--- src/rtl/seg_scan_ctrl.sv ---
// Kitchen-timer display controller: scans a 4-digit common-anode 7-segment
// display, converts min/sec to BCD with a subtract-by-ten divider, and blinks.
`timescale 1ns/1ps
module seg_scan_ctrl #(
    parameter int SCAN_DIV  = 50000,
    parameter int BLINK_DIV = 64
) (
    input  logic       clk,
    input  logic       rst_n,
    input  logic [5:0] min,
    input  logic [5:0] sec,
    input  logic       time_up,
    input  logic       paused,
    output logic [3:0] an,
    output logic [6:0] seg,
    output logic       dp,
    output logic       conv_busy
);

    localparam int PW = (SCAN_DIV > 1) ? $clog2(SCAN_DIV) : 1;
    localparam int BW = (BLINK_DIV > 1) ? $clog2(BLINK_DIV) : 1;
    localparam logic [PW-1:0] PRESC_LAST = PW'(SCAN_DIV - 1);
    localparam logic [BW-1:0] BLINK_LAST = BW'(BLINK_DIV - 1);

    typedef enum logic [1:0] {
        S_IDLE,
        S_MIN_DIV,
        S_SEC_DIV
    } conv_state_t;

    logic [PW-1:0]     presc_q, presc_d;
    logic [1:0]        idx_q, idx_d;
    logic              first_q, first_d;
    logic [BW-1:0]     blink_cnt_q, blink_cnt_d;
    logic              blink_phase_q, blink_phase_d;
    conv_state_t       state_q, state_d;
    logic [5:0]        rem_q, rem_d;
    logic [3:0]        tens_q, tens_d;
    logic [5:0]        sec_snap_q, sec_snap_d;
    // Digit order matches the scan index: {min tens, min ones, sec tens, sec ones}
    logic [3:0][3:0]   pend_q, pend_d;
    logic [3:0][3:0]   disp_q, disp_d;
    logic [3:0]        an_q, an_d;
    logic [6:0]        seg_q, seg_d;
    logic              dp_q, dp_d;

    logic presc_tc;
    logic frame_start;
    logic blank;

    function automatic logic [6:0] seg_encode(input logic [3:0] digit);
        logic [6:0] s;
        case (digit)
            4'd0:    s = 7'b1000000;
            4'd1:    s = 7'b1111001;
            4'd2:    s = 7'b0100100;
            4'd3:    s = 7'b0110000;
            4'd4:    s = 7'b0011001;
            4'd5:    s = 7'b0010010;
            4'd6:    s = 7'b0000010;
            4'd7:    s = 7'b1111000;
            4'd8:    s = 7'b0000000;
            4'd9:    s = 7'b0010000;
            default: s = 7'b1111111;
        endcase
        return s;
    endfunction

    assign presc_tc    = (presc_q == PRESC_LAST);
    assign frame_start = first_q | (presc_tc & (idx_q == 2'd3));
    assign blank       = (time_up | paused) & ~blink_phase_q;

    // Scan timing, frame commit and blink pacing
    always_comb begin
        presc_d       = presc_tc ? '0 : presc_q + 1'b1;
        idx_d         = presc_tc ? idx_q + 2'd1 : idx_q;
        first_d       = 1'b0;
        blink_cnt_d   = blink_cnt_q;
        blink_phase_d = blink_phase_q;
        disp_d        = disp_q;
        if (frame_start) begin
            disp_d = pend_q;
            if (blink_cnt_q == BLINK_LAST) begin
                blink_cnt_d   = '0;
                blink_phase_d = ~blink_phase_q;
            end else begin
                blink_cnt_d = blink_cnt_q + 1'b1;
            end
        end
    end

    // Converter: one subtract-by-ten per cycle, min first, then sec
    always_comb begin
        state_d    = state_q;
        rem_d      = rem_q;
        tens_d     = tens_q;
        sec_snap_d = sec_snap_q;
        pend_d     = pend_q;
        if (frame_start) begin
            state_d    = S_MIN_DIV;
            rem_d      = min;
            tens_d     = 4'd0;
            sec_snap_d = sec;
        end else begin
            case (state_q)
                S_MIN_DIV: begin
                    if (rem_q >= 6'd10) begin
                        rem_d  = rem_q - 6'd10;
                        tens_d = tens_q + 4'd1;
                    end else begin
                        pend_d[3] = tens_q;
                        pend_d[2] = rem_q[3:0];
                        state_d   = S_SEC_DIV;
                        rem_d     = sec_snap_q;
                        tens_d    = 4'd0;
                    end
                end
                S_SEC_DIV: begin
                    if (rem_q >= 6'd10) begin
                        rem_d  = rem_q - 6'd10;
                        tens_d = tens_q + 4'd1;
                    end else begin
                        pend_d[1] = tens_q;
                        pend_d[0] = rem_q[3:0];
                        state_d   = S_IDLE;
                    end
                end
                default: state_d = S_IDLE;
            endcase
        end
    end

    always_comb begin
        an_d  = 4'b1111;
        seg_d = 7'b1111111;
        dp_d  = 1'b1;
        if (!blank) begin
            an_d  = ~(4'b0001 << idx_q);
            seg_d = seg_encode(disp_q[idx_q]);
            dp_d  = (idx_q != 2'd2);
        end
    end

    always_ff @(posedge clk or negedge rst_n) begin
        if (!rst_n) begin
            presc_q       <= '0;
            idx_q         <= 2'd0;
            first_q       <= 1'b1;
            blink_cnt_q   <= '0;
            blink_phase_q <= 1'b1;
            state_q       <= S_IDLE;
            rem_q         <= 6'd0;
            tens_q        <= 4'd0;
            sec_snap_q    <= 6'd0;
            pend_q        <= '0;
            disp_q        <= '0;
            an_q          <= 4'b1111;
            seg_q         <= 7'b1111111;
            dp_q          <= 1'b1;
        end else begin
            presc_q       <= presc_d;
            idx_q         <= idx_d;
            first_q       <= first_d;
            blink_cnt_q   <= blink_cnt_d;
            blink_phase_q <= blink_phase_d;
            state_q       <= state_d;
            rem_q         <= rem_d;
            tens_q        <= tens_d;
            sec_snap_q    <= sec_snap_d;
            pend_q        <= pend_d;
            disp_q        <= disp_d;
            an_q          <= an_d;
            seg_q         <= seg_d;
            dp_q          <= dp_d;
        end
    end

    assign an        = an_q;
    assign seg       = seg_q;
    assign dp        = dp_q;
    assign conv_busy = (state_q != S_IDLE);

endmodule

--- config.mk ---
export PLATFORM = sky130hd
export DESIGN_NAME = seg_scan_ctrl
export DESIGN_NICKNAME = d
export VERILOG_FILES = /design/src/rtl/seg_scan_ctrl.sv
export SDC_FILE = /design/constraint.sdc
export NUM_CORES = 1
export LEC_CHECK = 0
export CORE_ASPECT_RATIO = 0.8
export CORE_MARGIN = 4
export CORE_UTILIZATION = 53
export DETAILED_ROUTE_END_ITERATION = 8
export GPL_ROUTABILITY_DRIVEN = 0
export GPL_TIMING_DRIVEN = 1
export PLACE_DENSITY = 0.76
export SLEW_MARGIN = 40
export SYNTH_ARGS = -nofsm -noshare
export SYNTH_HDL_FRONTEND = slang
export SYNTH_SLANG_ARGS = --single-unit
--- constraint.sdc ---
create_clock -name clk -period 2.39 [get_ports clk]
set_input_delay 0.3585 -clock clk [delete_from_list [all_inputs] [get_ports clk]]
set_output_delay 0.3585 -clock clk [all_outputs]
set_load 0.1 [all_outputs]
==> summary.txt <==
Power and ir drop
  • Internal cell power: 3230 µW
  • Switching Power: 2050 µW
  • Sequential share of power: 41.6%
  • Max VDD drop: 0.000673 V
  • Sw frac: 38.8%
  • Total chip power: 5290 µW
  • Leak Pwr: 0.00220 µW
  • Combinational Power Share: 38.9%
  • Power per cell area: 1060 nW/µm²
  • Clk pwr share: 19.4%

Setup path
  • Crit path launch: presc_q[12]
  • WP buf/inv: 1
  • Worst setup SP type: flip-flop
  • Largest stage delay on the critical path: 0.57 ns
  • Crit-path leading delay family: simple AND/OR/NAND/NOR gates
  • Worst Path Class, Setup: flip-flop to flip-flop
  • WP data required: 2.64 ns
  • Arrival @ worst endpoint: 2.49 ns
  • CP Cell Sequence: or4bb_1 -> nor4_4 -> or2_1 -> buf_12 -> mux2_2
  • Setup crit end kind: flip-flop
  • Crit path max-delay cell type: or4bb_1
  • CP max FO: 32
  • Worst reg2reg path startpoint: presc_q[12]

Drt
  • Initial DRC count: 162
  • DRC errors left: 0
  • Final wirelength: 8.43 mm
  • Vias/cell: 5.74
  • WL/cell: 16.4 µm
  • Antenna-violating nets left: 0
  • Router iterations before antenna repair: 4
  • Vias: 2951

Place
  • Pre-CTS setup slack: 0.137 ns
  • # port buffers: 28
  • Hpwl dp: 5.80 mm

Timing
  • RSZ-0062 raised after global routing: false
  • Final Critical Period: 2.24 ns
  • Slew headroom: 65.2%
  • TNS Setup: 0 ns
  • Period utilization: 93.8%
  • Final Max Slew Viols: 0
  • Clock skew: 0.0132 ns
  • Setup ws final: 0.149 ns
  • Worst Tran Pin Value: 0.518 ns
  • Final Setup Violations: 0
  • Highest clock rate: 0.446 GHz
  • Final hold violation count: 0

Clock network
  • CTS HTree Levels: 3
  • CTS Sinks: 87
  • Worst-Skew Late Latency: 0.36 ns
  • Clk slew on worst S/H paths: 0.09 ns
  • Num CTS Buffers: 9
  • CTS tree: built
  • Clock Path Buffers: 2
  • Setup Fix Bufs, Post-CTS: 0
  • CTS Root Cell: clkbuf_8

Die
  • Die width: 110 µm
  • Total core area: 7980 µm²
  • Starting Density: 54.8%
  • Ports: 29
  • DIE AREA: 9780 µm²
  • Core Rows: 29
  • Die Height: 89.2 µm

Synth
  • Main combinational cell family by area after synthesis: multiplexers
  • Largest area contributor in the netlist: dfrtp_1
  • Post-synthesis mux area share: 15.7%
  • Post-synth EDFFs: 0
  • Register bit total from synthesis: 87
  • Post-synthesis simple-gate area fraction: 13.0%
  • Post-synthesis xor/xnor area fraction: 4.01%
  • Yosys top cell area share: 42.3%
  • Register area share after synthesis: 50.2%
  • Netlist Area Pre-Place: 4370 µm²
  • Yosys warns: 0
  • Largest cells by area after synthesis: dfrtp_1 42%, dfstp_2 7.8%, mux2_4 6.9%
  • Synth async-reset ratio: 100%
  • Synth unique cells: 60
  • Synth Flop Type: dfrtp_1
  • Syn Area/Cell: 11.9 µm²
  • Synth Area in Adders: 3.72%
  • Synth Instances: 368
  • Syn Nets: 397
  • Compound-Gate Fraction of Synth Area: 9.21%

Global routing
  • Total GRT Usage: 19.2%
  • Pin count of the biggest net entering global routing: 57
  • Initial antenna violation count: 0
  • Vias in the first global route: 2938
  • First-pass GRT wire length: 14.5 mm
  • Final global-route overflow total: 0

Cells and area
  • Final #Nets: 430
  • Layout area overhead: 13.6%
  • Share of layout cells above drive strength 1: 26.1%
  • N_diodes: 0

Run
  • Max-cap viol count: 0

Hold path
  • Class of the worst hold path: input port to asynchronous set/reset pin

Outcome
  • Status: complete, no violations
[synth_stat cells (3+ instances only)]
cell type  instances
nor3_1             5
xnor2_1           11
mux2_2            19
and2_1             3
mux2i_1            7
nor4_1             5
a211oi_1           3
mux2_4            20
a31oi_1            3
inv_1             14
dfrtp_1           74
dfstp_2           13
nand2_1           19
ha_1              13
o31ai_1            3
o221ai_1           3
nand4_1            4
nor2_1            19
nor2b_1            7
a21oi_1            5
nand3_1            9
xor2_1             9
mux4_2             4
nand2b_1           4
and3_1             6
nor3b_1            3
o21ai_0           26
clkbuf_1          14
[worst register-to-register path, delay by kind of cell (launching register included)]
kind / cells / cell delay (ns)
muxes: 1 / 0.37
DFF: 1 / 0.41
and+or+nand+nor: 3 / 1.11
buffers and inverters: 1 / 0.24
[path summary, 6_finish.rpt]
check                                  to  slack (ns)  cells after the start
max                         sec_snap_q[1]        0.15                      5
min                              idx_q[1]        0.48                      2
max reg2reg                 sec_snap_q[1]        0.15                      5
min reg2reg                blink_cnt_q[5]        0.49                      1
max in group asynchronous         first_q        1.22                      3
min in group clk           blink_cnt_q[5]        0.49                      1
[power groups by stage]
| stage | combinational, µW | sequential [µW] | clock [µW] |
|---|---|---|---|
| after floorplan | 1360 | 2440 | 0 |
| after global placement | 2000 | 2190 | 0 |
| after detailed placement | 2050 | 2220 | 0 |
| after CTS | 2070 | 2200 | 1060 |
| after global routing | 2260 | 2260 | 1120 |
| final | 2060 | 2200 | 1030 |
[cell usage in the layout (no fill, tap or decap), drive strengths merged, types with 4 or more instances in the layout]
master | Yosys | final
buf | 6 | 27
xor2 | 9 | 9
ha | 13 | 13
nor2 | 20 | 20
nor3 | 6 | 6
nand4 | 4 | 4
and3 | 6 | 6
dfstp | 13 | 13
nand2b | 4 | 4
mux4 | 4 | 4
nor4 | 7 | 7
nand2 | 19 | 19
nand3 | 9 | 9
mux2i | 7 | 7
clkbuf | 14 | 11
xnor2 | 11 | 11
clkinv | 0 | 4
a21oi | 5 | 5
o21ai | 27 | 27
inv | 14 | 14
dfrtp | 74 | 74
clkdlybuf4s50 | 0 | 14
mux2 | 40 | 40
nor2b | 7 | 7
[layer usage]
| layer | vias to the layer above | part of all wire (%) | track usage (%) |
|---|---|---|---|
| li1 | 1378 | - | - |
| met1 | 1491 | 46 | 26.1 |
| met2 | 70 | 48 | 30.4 |
| met3 | 12 | 5.0 | 5.85 |
| met4 | 0 | 1.1 | 4.98 |
| met5 | - | 0 | 0 |
[registers in the layout, indices dropped and copies added, names as in the netlist, 2 cells and up]
name / count
pend_q: 16
state_q: 2
sec_snap_q: 6
rem_q: 6
tens_q: 4
presc_q: 16
idx_q: 2
seg: 7
blink_cnt_q: 6
disp_q: 16
an: 3
[metrics by stage]
| step | instance area [µm²] | hold WS (ns) | instances | util, % |
|---|---|---|---|---|
| after floorplan | 4370 | 0.0629 | 368 | - |
| after global placement | 4760 | 0.327 | 497 | 59.6 |
| after detailed placement | 4760 | 0.334 | 497 | 59.6 |
| after CTS | 4970 | 0.486 | 514 | 62.3 |
| after global routing | 4970 | 0.500 | 514 | 62.3 |
| final | 4970 | 0.480 | 514 | 62.3 |
[final cells by class]
class	count	area, µm²
clock buffers	11	141
clock inverters	5	57.6
fillers	648	3010
inverters	14	52.6
multi-input cells	247	2000
flip-flops and latches	87	2190
well taps	108	135
repair buffers	42	390
[cell families (layout without fill, tap and decap cells)]
group | Yosys count | in the layout
AND/OR/NAND/NOR | 100 | 100
flip-flops | 87 | 87
buffers and inverters | 34 | 72
adder cells (fa/ha/maj) | 13 | 13
other | 1 | 1
AO/OA/AOI/OAI | 62 | 62
multiplexers | 51 | 51
XOR/XNOR | 20 | 20
[timing repair]
item | in CTS | in global routing
endpoints found under the hold margin | 20 | 0
resized for setup | 0 | 0
hold buffers | 1 | 0
Note: power is estimated with default switching activity, not from simulation.
